--- src/rtl/puf_crp_pkg.sv ---
// Shared types and constants for the RO PUF challenge/response verifier.
package puf_crp_pkg;

    typedef enum logic [2:0] {
        IDLE,
        PUF_RST,
        MEASURE,
        CAPTURE,
        COMPARE,
        DONE
    } state_t;

    localparam int          PUF_RST_CYCLES    = 2;
    localparam int          DEFAULT_WIDTH     = 22;
    localparam logic [21:0] DEFAULT_LFSR_TAPS = 22'h300000;

endpackage

--- src/rtl/puf_popcount.sv ---
// Combinational population count of a WIDTH-bit vector.
module puf_popcount
    import puf_crp_pkg::*;
#(
    parameter int  WIDTH = DEFAULT_WIDTH,
    localparam int PW    = $clog2(WIDTH + 1)
) (
    input  logic [WIDTH-1:0] bits,
    output logic [PW-1:0]    count
);

    always_comb begin
        count = '0;
        for (int i = 0; i < WIDTH; i++) begin
            count = count + PW'(bits[i]);
        end
    end

endmodule

--- src/rtl/puf_crp_verifier.sv ---
// Issues LFSR challenges to the RO PUF, checks responses against enrolled values and
// accumulates Hamming distance. Define PUF_CRP_MAJORITY_EN for 3-sample majority voting.
module puf_crp_verifier
    import puf_crp_pkg::*;
#(
    parameter int               WIDTH       = DEFAULT_WIDTH,
    parameter int               NUM_CRP     = 16,
    parameter int               MEAS_CYCLES = 1024,
    parameter int               HD_THRESH   = 8,
    parameter logic [WIDTH-1:0] LFSR_TAPS   = DEFAULT_LFSR_TAPS,
    localparam int              HDW         = $clog2(WIDTH * NUM_CRP + 1),
    localparam int              CW          = $clog2(NUM_CRP + 1)
) (
    input  logic             clk,
    input  logic             reset,
    input  logic             start,
    input  logic [WIDTH-1:0] seed,
    output logic [WIDTH-1:0] puf_chal,
    output logic             puf_enable,
    output logic             puf_reset,
    input  logic [WIDTH-1:0] puf_resp,
    input  logic             exp_valid,
    output logic             exp_ready,
    input  logic [WIDTH-1:0] exp_resp,
    output logic             busy,
    output logic             done,
    output logic             pass,
    output logic [HDW-1:0]   hd_total,
    output logic [CW-1:0]    crp_idx
);

    localparam int          TMAX   = (MEAS_CYCLES > PUF_RST_CYCLES) ? MEAS_CYCLES : PUF_RST_CYCLES;
    localparam int          TW     = $clog2(TMAX + 1);
    localparam int          PW     = $clog2(WIDTH + 1);
    localparam logic [31:0] THRESH = 32'(HD_THRESH);
`ifdef PUF_CRP_MAJORITY_EN
    // One extra MEASURE cycle with the enable low latches each of the three samples.
    localparam int          MEAS_LAST = MEAS_CYCLES;
`else
    localparam int          MEAS_LAST = MEAS_CYCLES - 1;
`endif

    state_t           state, next_state;
    logic [TW-1:0]    timer;
    logic [WIDTH-1:0] lfsr;
    logic [WIDTH-1:0] diff;
    logic [WIDTH-1:0] resp_sel;
    logic [PW-1:0]    diff_ones;
    logic [HDW-1:0]   hd_next;
    logic             rst_last, meas_last, last_pair;

    assign rst_last  = (timer == TW'(PUF_RST_CYCLES - 1));
    assign meas_last = (timer == TW'(MEAS_LAST));
    assign last_pair = (crp_idx == CW'(NUM_CRP - 1));
    assign hd_next   = hd_total + HDW'(diff_ones);
    assign puf_chal  = lfsr;

    puf_popcount #(.WIDTH(WIDTH)) u_popcount (
        .bits  (diff),
        .count (diff_ones)
    );

`ifdef PUF_CRP_MAJORITY_EN
    logic [1:0]       rep;
    logic [WIDTH-1:0] samp0, samp1, samp2;

    assign resp_sel = (samp0 & samp1) | (samp0 & samp2) | (samp1 & samp2);

    always_ff @(posedge clk) begin
        if (reset) begin
            rep   <= '0;
            samp0 <= '0;
            samp1 <= '0;
            samp2 <= '0;
        end else if (state == MEASURE && meas_last) begin
            samp0 <= samp1;
            samp1 <= samp2;
            samp2 <= puf_resp;
            rep   <= (rep == 2'd2) ? 2'd0 : rep + 2'd1;
        end
    end
`else
    assign resp_sel = puf_resp;
`endif

    always_ff @(posedge clk) begin
        if (reset) begin
            state <= IDLE;
        end else begin
            state <= next_state;
        end
    end

    always_comb begin
        next_state = state;
        case (state)
            IDLE:    if (start) next_state = PUF_RST;
            PUF_RST: if (rst_last) next_state = MEASURE;
`ifdef PUF_CRP_MAJORITY_EN
            MEASURE: if (meas_last) next_state = (rep == 2'd2) ? CAPTURE : PUF_RST;
`else
            MEASURE: if (meas_last) next_state = CAPTURE;
`endif
            CAPTURE: if (exp_valid) next_state = COMPARE;
            COMPARE: next_state = last_pair ? DONE : PUF_RST;
            DONE:    next_state = IDLE;
            default: next_state = IDLE;
        endcase
    end

    always_comb begin
        puf_enable = 1'b0;
        puf_reset  = 1'b0;
        exp_ready  = 1'b0;
        done       = 1'b0;
        busy       = (state != IDLE);
        case (state)
            IDLE, PUF_RST: puf_reset = 1'b1;
`ifdef PUF_CRP_MAJORITY_EN
            MEASURE:       puf_enable = (timer < TW'(MEAS_CYCLES));
`else
            MEASURE:       puf_enable = 1'b1;
`endif
            CAPTURE:       exp_ready = 1'b1;
            DONE:          done = 1'b1;
            default:       ;
        endcase
    end

    // Phase timer restarts on every state change so each phase counts from zero.
    always_ff @(posedge clk) begin
        if (reset || state != next_state) begin
            timer <= '0;
        end else begin
            timer <= timer + TW'(1);
        end
    end

    always_ff @(posedge clk) begin
        if (reset) begin
            lfsr     <= '0;
            diff     <= '0;
            hd_total <= '0;
            crp_idx  <= '0;
            pass     <= 1'b0;
        end else begin
            case (state)
                IDLE: begin
                    if (start) begin
                        lfsr     <= (seed == '0) ? {{(WIDTH-1){1'b0}}, 1'b1} : seed;
                        hd_total <= '0;
                        crp_idx  <= '0;
                        pass     <= 1'b0;
                    end
                end
                CAPTURE: begin
                    if (exp_valid) diff <= resp_sel ^ exp_resp;
                end
                COMPARE: begin
                    hd_total <= hd_next;
                    if (last_pair) begin
                        // Judged here so pass is already valid during the done pulse.
                        pass <= (32'(hd_next) <= THRESH);
                    end else begin
                        crp_idx <= crp_idx + CW'(1);
                        lfsr    <= {lfsr[WIDTH-2:0], ^(lfsr & LFSR_TAPS)};
                    end
                end
                default: ;
            endcase
        end
    end

endmodule

--- config.mk ---
export PLATFORM = sky130hd
export DESIGN_NAME = puf_crp_verifier
export DESIGN_NICKNAME = d
export VERILOG_FILES = /design/src/rtl/puf_crp_pkg.sv /design/src/rtl/puf_popcount.sv /design/src/rtl/puf_crp_verifier.sv
export SDC_FILE = /design/constraint.sdc
export NUM_CORES = 1
export LEC_CHECK = 0
export ABC_AREA = 1
export BUFFER_PORTS_ARGS = -buffer_cell sky130_fd_sc_hd__clkbuf_2
export CORE_ASPECT_RATIO = 1.2
export CORE_MARGIN = 1
export CORE_UTILIZATION = 54
export DETAILED_ROUTE_END_ITERATION = 12
export GPL_TIMING_DRIVEN = 0
export PLACE_DENSITY_LB_ADDON = 0.25
export SLEW_MARGIN = 5
export SYNTH_ARGS = -nofsm -noshare
export SYNTH_HDL_FRONTEND = slang
export SYNTH_HIERARCHICAL = 1
export SYNTH_SLANG_ARGS = --single-unit
--- constraint.sdc ---
create_clock -name clk -period 5.3 [get_ports clk]
set_input_delay 1.06 -clock clk [delete_from_list [all_inputs] [get_ports clk]]
set_output_delay 1.06 -clock clk [all_outputs]
set_load 0.03 [all_outputs]
# After elaboration in Yosys (flattened, before gate mapping)
# Index checks and enable logic that the tools add are counted.
totals:
  reg_bits: 73
  latchBits: 0
  mem_bits_rw: 0
  rom_bits: 0
  inputBits: 70
  memories: 0
classes:
  n_addsub: 24
  mul: 0
  div_mod_pow: 0
  magnitude_cmp: 1
  eq_ne: 12
  shifts: 0
  n_mux: 22
  n_bitwise: 1
  n_reduce_logical: 11
ops:
  columns: ["cell", "n"]
  rows:
  - ["$add 5x1->5", 20]
  - ["$mux 22", 3]
  - ["$pmux 22 s2", 1]
  - ["$logic_not 22->1", 1]
  - ["$reduce_xor 22->1", 1]
  - ["$xor 22x22->22", 1]
  - ["$pmux 9 s2", 1]
  - ["$mux 3", 5]
  - ["$pmux 3 s5", 1]
  - ["$add 11x1->11 const B", 1]
  - ["$eq 11x1->1 const B", 1]
  - ["$eq 11x10->1 const B", 1]
  - ["$mux 5", 2]
  - ["$pmux 5 s2", 1]
  - ["$add 9x5->9", 1]
  - ["$le 9x4->1 const B", 1]
  - ["$mux 9", 1]
  - ["$eq 3x2->1 const B", 2]
  - ["$eq 3x3->1 const B", 2]
  - ["$mux 1", 6]
  - ["$ne 2x2->1 const B", 3]
  - ["$reduce_and 3->1", 2]
  - ["$add 5x1->5 const B", 1]
  - ["$eq 5x4->1 const B", 1]
  - ["other kinds (10)", 11]

# Logic depth before layout (Yosys ltp)
# Gate-level depths: netlist (run 1).
depth:
  depth_word: 25
  ltp_mapped: 27
  ltp_nobuf: 27

# Hierarchy
# The synthesis (run 1) kept the hierarchy.
modules_own_cells:
  columns: ["module", "instances", "cells_each", "area_per_inst_um2"]
  rows:
  - ["puf_crp_verifier", 1, 511, 3794.9]
  - ["puf_popcount", 1, 73, 591.8]

# Worst setup path before layout (run 1)
# No wires, ideal clock.
synth_path:
  kind: "reg2reg"
  start: "register diff[11]"
  end: "register pass"
  setup_time_ns: 0.113
  arrival_ns: 4.651
  slack_ns: 0.536
  stages_incl_launch_ff: 24
  n_path_buf: 0
  synth_period_minus_slack_ns: 4.764
  path_cell_list: "dfxtp_1 -> inv_1 -> fa_1 -> inv_1 -> fa_1 -> inv_1 -> fa_1 -> fa_1 -> fa_1 -> inv_1 -> ha_1 -> inv_1 -> fa_1 -> xnor2_1 -> ha_1 -> or2_2 -> nand3_1 -> nand2_1 -> nand2_1 -> nand2_1 -> nand2_1 -> inv_1 -> nand3_1 -> nand2_1"
synth_via:
  elab_chain_cells: 15
synth_rtl:
  columns: ["element", "line", "source"]
  rows:
  - ["start: declaration", "puf_crp_verifier.sv:46", "logic [WIDTH-1:0] diff;"]
  - ["start signal: assignment", "puf_crp_verifier.sv:157", "if (exp_valid) diff <= resp_sel ^ exp_resp;"]
  - ["$add 5x1->5 (11 in a row)", "puf_popcount.sv:15", "count = count + PW'(bits[i]);"]
  - ["net diff_ones[2]", "puf_crp_verifier.sv:48", "logic [PW-1:0] diff_ones;"]
  - ["$add 9x5->9", "puf_crp_verifier.sv:55", "assign hd_next = hd_total + HDW'(diff_ones);"]
  - ["$le 9x4->1", "puf_crp_verifier.sv:163", "pass <= (32'(hd_next) <= THRESH);"]
  - ["$mux 1", "puf_crp_verifier.sv:161", "if (last_pair) begin"]
  - ["$pmux 1 s2", "puf_crp_verifier.sv:147", "case (state)"]
  - ["end signal: assignment", "puf_crp_verifier.sv:163", null]
  - ["end: declaration", "puf_crp_verifier.sv:27", "output logic pass,"]
# The timed path passes the listed nets, and every way through them passes these cells. The select of a mux whose other input is x is not followed.
# A chain may end at the register's enable or synchronous reset.

# Worst setup path in the final report (run 1)
# Ends and elaborated chain as after synthesis.

==> results of run 1 <==
[worst max-delay path: cells and delay by family (launching register included)]
kind                     cells  cell delay [ns]
adder cells (fa/ha/maj)      8             3.32
AND/OR/NAND/NOR              8             0.88
flip-flops                   1             0.38
buffers and inverters        5             0.32
XOR/XNOR                     1             0.15
[metrics by stage]
step                total power [mW]  hold slack [ns]  setup WS [ns]  instance area, µm²  instances
global placement               0.879            0.454          0.295                5050        786
finish                          1.37            0.473          0.213                5290        802
floorplan                      0.795            0.443          0.536                4390        584
detailed placement             0.884            0.458          0.203                5050        786
CTS                             1.38            0.471          0.183                5280        802
global route                    1.43            0.487         0.0106                5290        802
[state kept, by name (all words and copies together) (netlist names)]
register,cells
state,3
pass,1
timer,11
hd_total,9
diff,22
crp_idx,5
puf_chal,22
[logic make-up after synthesis]
| family | after synthesis | synth area share |
|---|---|---|
| DFF | 73 | 0.333 |
| and+or+nand+nor | 237 | 0.247 |
| adders and majority gates | 32 | 0.119 |
| buffers and inverters | 99 | 0.0950 |
| xor gates and xnor gates | 34 | 0.0679 |
| AOI/OAI and AO/OA | 109 | 0.139 |
[worst paths after layout]
kind,start,endpoint,slack (ns),cells past startpoint
min,diff[20],diff[20],0.47,2
min reg2reg,diff[20],diff[20],0.47,2
max reg2reg,diff[11],pass,0.21,22
max,diff[11],pass,0.21,22
[cells in the mapped netlist, drive strengths merged]
master	instances
buf	11
or2	3
a21oi	72
nand4	4
o21ai	29
nor3	6
a31oi	6
xor2	28
dfxtp	73
nand2	121
inv	75
clkbuf	13
and3	1
nand3	53
xnor2	6
fa	16
nand3b	3
ha	16
o211a	2
nor2	46
[repair_timing]
| action | CTS | global route |
|---|---|---|
| gates resized for setup | 0 | 3 |
| setup buffers | 0 | 0 |
| setup endpoints to repair | 0 | 1 |
| hold endpoints to repair | 0 | 0 |
[per-layer routing]
| metal | global-route usage | part of all wire | vias up | routed length [µm] |
|---|---|---|---|---|
| met5 | 0 | 0 | - | 0 |
| met4 | 0.0942 | 0.015 | 0 | 149 |
| met3 | 0.0565 | 0.051 | 13 | 500 |
| met2 | 0.429 | 0.50 | 115 | 4910 |
| met1 | 0.289 | 0.44 | 1942 | 4320 |
| li1 | - | - | 2119 | - |
[final cells by class]
cell class	count	area (µm²)	area share
inverter	75	284	0.0537
clock inverter	7	101	0.0192
clock buffer	9	124	0.0234
tap	92	115	0.0218
buffer	24	133	0.0251
sequential	73	1460	0.276
multi-input combinational	412	2520	0.477
timing repair buffer	110	551	0.104
[power by group through the flow]
stage	clock (mW)	combinational (mW)	sequential, mW
6_report	0.496	0.267	0.605
3_5_place_dp	0	0.267	0.617
4_1_cts	0.501	0.270	0.604
3_3_place_gp	0	0.263	0.616
5_1_grt	0.528	0.293	0.608
2_1_floorplan	0	0.138	0.657
==> run_results.csv, run 1 <==
group,metric,value,unit
clock_network,clk_latency,0.35,ns
floorplan,core_area,7790,µm²
clock_network,root_buffer,"clkbuf_8",
timing,final.setup_skew,0.0134,ns
detailed_routing,ant_nets,0,
synthesis,synth.area.top_cells,"dfxtp_1, nand2_1, fa_1",
detailed_routing,routed_wl,9.88,mm
setup_path,path_cells,"inv_1 > fa_1 > inv_1 > fa_1 > inv_1 > fa_1 > fa_1 > fa_1 > inv_1 > ha_1 > inv_1 > fa_2 > xnor2_2 > ha_1 > or2_2 > nand3b_1 > nand2_1 > nand2_1 > nand2_1 > nor2_1 > nand3_1 > nand2_1",
timing,slew_viol_final,0,
detailed_routing,drc_errors,10,
detailed_routing,wl_per_cell,12.3,µm
run_status,status,"complete, but fails checks",
global_route,grt_max_degree,15,
synthesis,synth_top_area_share,0.333,
detailed_routing,dr.pass1.iters,8,
floorplan,start_util,0.563,
detailed_routing,vias,4189,
setup_path,critPathMaxFanout,4,
final_layout,area_growth,20.6,%
setup_path,worstPathRequired,5.59,ns
run,drv_cap,0,
timing,rsz0062_at_grt,"false",
final_layout,fillCellCount,696,
clock_network,cts-buffers-inserted,9,
clock_network,cts_tree,"built",
placed_design,place_congestion,0.862,
global_route,grt_usage,0.244,
timing,hold_viol,0,
final_layout,finalCoreUtilization,0.679,
synthesis,synthCells,584,
detailed_routing,drtIter0Drc,140,
setup_path,worstSetupPathType,"flop to flop",
global_route,antenna_found_initial,0,
clock_network,cts_max_path_buffers,2,
clock_network,cts_max_level,3,
power_and_ir_drop,power_frac_seq,0.442,
global_route,grt_pass1_wl,16.7,mm
timing,finalSetupTns,0,ns
power_and_ir_drop,p_per_area,259,nW/µm²
setup_path,crit_slowest_cell,"fa_1",
clock_network,clk_pin_slew_worst_paths,0.08,ns
global_route,grt_overflow,0,
setup_path,critPathMaxStageDelay,0.54,ns
final_layout,antennaDiodeCount,0,
synthesis,synth_nets,686,
synthesis,synth_seq_cells,73,
final_layout,final_common_cell,"nand2_1",
floorplan,io_pins,112,
synthesis,yosys.area.top_type,"dfxtp_1",
synthesis,yosysSeqAreaShare,0.333,
power_and_ir_drop,intPower,0.944,mW
final_layout,most-common-layout-cells,"nand2_1, clkbuf_2, dfxtp_1",
placed_design,hpwl,7.64,mm
setup_path,worst_ep_arrival_time,5.38,ns
global_route,first_global_vias,3931,
timing,fin_crit,5.09,ns
power_and_ir_drop,p_clk_frac,0.363,
timing,setup_viol,0,
power_and_ir_drop,power_switching,0.425,mW
synthesis,synth_cell_types,34,
power_and_ir_drop,vdd_ir_drop_max,176,µV
floorplan,row_count,35,
floorplan,die_y,101,µm
setup_path,endpoint_kind,"flop",
clock_network,cts_sinks,73,
final_layout,finalNetCount,807,
floorplan,die_area,8490,µm²
power_and_ir_drop,p_sw_frac,0.310,
timing,max_clock_freq,197,MHz
detailed_routing,drt-vias-per-instance,5.22,
run_status,violations,"design-rule violations",
timing,period_share,0.960,
power_and_ir_drop,pwr-share-comb,0.195,
final_layout,drive_gt1_frac,0.261,
setup_path,start_kind,"flop",
clock_network,holdBufCountCts,0,
power_and_ir_drop,power.leakage,2.48,nW
synthesis,netlist_area,4390,µm²
placed_design,io_buffers,110,
floorplan,die_x,84.3,µm
timing,worst_pin_slew,0.523,ns
synthesis,syn_area_per_cell,7.51,µm²
timing,slew_headroom,0.651,
synthesis,yosysWarningCount,6,
hold_path,hp-class,"flop to flop",
(Power assumes the default switching activity.)
==> run 2, diff against run 1 <==
- CORE_ASPECT_RATIO: 1.2 -> 0.75
==> run 2 against run 1 <==
Largest power group unchanged. The flow now finishes without violations. Critical path depth rose by 2. Fmax rose by 1.3%. First-iteration DRC count increased by 35%. Critical path type unchanged. Flip-flop and latch count unchanged. Non-clock buffer count increased by 1. Sequential share of layout area down 0.13 points. Clock skew shrank 0.0019 ns. Combinational power rose by 2%.
==> run_results.csv, run 2 (synthesis gave the netlist of run 1 again) <==
group,metric,value,unit
run_status,status,"complete, no violations",
global_route,grt_max_degree,15,
detailed_routing,wl_per_cell,12.6,µm
clock_network,clk_latency,0.35,ns
floorplan,row_count,28,
clock_network,clk_pin_slew_worst_paths,0.08,ns
final_layout,final_area,5320,µm²
setup_path,worst_ep_arrival_time,5.27,ns
timing,slew_viol_final,0,
timing,max_clock_freq,199,MHz
detailed_routing,routed_wl,10.3,mm
timing,whs,0.470,ns
run,drv_cap,0,
power_and_ir_drop,vdd_ir_drop_max,225,µV
timing,finalWorstSetupSlack,0.280,ns
timing,hold_viol,0,
placed_design,hpwl,7.92,mm
global_route,first_global_vias,3754,
setup_path,r2r_cells,24,
global_route,antenna_found_initial,0,
detailed_routing,vias,4104,
clock_network,cts_sinks,73,
setup_path,worstPathRequired,5.55,ns
final_layout,fillCellCount,694,
floorplan,start_util,0.557,
setup_path,worstSetupPathType,"flop to flop",
detailed_routing,drc_errors,0,
placed_design,pre_cts_slack,0.246,ns
timing,fin_crit,5.02,ns
clock_network,cts_tree,"built",
setup_path,endpoint_kind,"flop",
final_layout,area_growth,21.2,%
global_route,grt_pass1_wl,16.6,mm
placed_design,place_congestion,0.946,
placed_design,place_area,5070,µm²
timing,period_share,0.947,
setup_path,crit_path_start,"diff[11]",
power_and_ir_drop,power.leakage,2.47,nW
final_layout,drive_gt1_frac,0.263,
setup_path,start_kind,"flop",
detailed_routing,ant_nets,0,
setup_path,r2r-end,"pass",
floorplan,core_area,7880,µm²
final_layout,most-common-layout-cells,"nand2_1, clkbuf_2, dfxtp_1",
timing,setup_viol,0,
floorplan,die_area,8490,µm²
timing,final.setup_skew,0.0114,ns
timing,finalSetupTns,0,ns
hold_path,hp-class,"flop to flop",
setup_path,rrSetupSlack,0.28,ns
clock_network,cts_max_level,3,
global_route,grt_overflow,0,
power_and_ir_drop,p_per_area,258,nW/µm²
detailed_routing,drt-vias-per-instance,5.03,
placed_design,io_buffers,110,
final_layout,finalNetCount,808,
clock_network,cts-buffers-inserted,9,
floorplan,die_x,106,µm
setup_path,r2r_start,"diff[11]",
timing,slew_headroom,0.680,
setup_path,crit_end,"pass",
final_layout,multiInputGateArea,2520,µm²
detailed_routing,dr.pass1.iters,4,
floorplan,die_y,80.1,µm
floorplan,io_pins,112,
setup_path,critPathMaxFanout,3,
final_layout,final_common_cell,"nand2_1",
detailed_routing,drtIter0Drc,189,
final_layout,antennaDiodeCount,0,
clock_network,cts_max_path_buffers,2,
global_route,grt_usage,0.248,
timing,worst_pin_slew,0.479,ns
clock_network,root_buffer,"clkbuf_8",
final_layout,layout.area.seq,1460,µm²
timing,rsz0062_at_grt,"false",
run 2: critical path, stage by stage, from the launching register on:
cell and delay (ns):
dfxtp_1 0.34, inv_1 0.06, fa_1 0.53, inv_1 0.05, fa_1 0.47, inv_1 0.05
fa_1 0.45, fa_1 0.54, fa_1 0.44, inv_1 0.09, ha_2 0.21, inv_1 0.06
fa_2 0.51, inv_1 0.07, fa_2 0.40, nand2_1 0.07, nand2_1 0.09, nand3_1 0.11
nand2_1 0.06, nand2_1 0.07, nand2_1 0.05, nand2_1 0.06, inv_1 0.03, nand3_1 0.05
nand2_1 0.05
run 2: timing repair:
item,CTS,global route
gates resized for setup,0,5
setup endpoints to repair,0,4
hold buffers,0,0
buffers inserted,0,1
run 2: final cells by class:
class / instances / share of cell area
repair buffers: 111 / 0.105
flip-flops and latches: 73 / 0.275
well taps: 105 / 0.0247
multi-input cells: 412 / 0.475
clock inverters: 7 / 0.0191
inverters: 75 / 0.0534
clock buffers: 9 / 0.0233
plain buffers: 24 / 0.0250
run 2: per-layer routing:
layer  vias to the layer above  routed length, µm  GRT usage
met2                       134               4660      0.423
met4                         0                138     0.0708
met3                        15                702     0.0584
met1                      1832               4820      0.316
met5                         -                  0          0
li1                       2123                  -          -
run 2: worst min path at each step:
stage	start	cells past startpoint	endpoint	slack [ns]
after floorplan	timer[0]	1	timer[0]	0.44
after global placement	diff[15]	2	diff[15]	0.45
after detailed placement	diff[0]	2	diff[0]	0.46
after CTS	diff[0]	2	diff[0]	0.47
after global routing	diff[11]	2	diff[11]	0.49
final	diff[13]	2	diff[13]	0.47
run 2: where the power goes:
part	internal, mW	switching, mW	total (mW)	leakage [nW]
sequential	0.577	0.0279	0.605	0.594
clock	0.269	0.227	0.496	0.106
combinational	0.0980	0.174	0.272	1.77
total	0.944	0.429	1.37	2.47
run 2: through the flow:
stage	util	power [mW]	instances
after global routing	0.674	1.43	816
after global placement	0.643	0.880	799
after detailed placement	0.643	0.885	799
after CTS	0.672	1.38	815
after floorplan	-	0.795	584
final	0.674	1.37	816
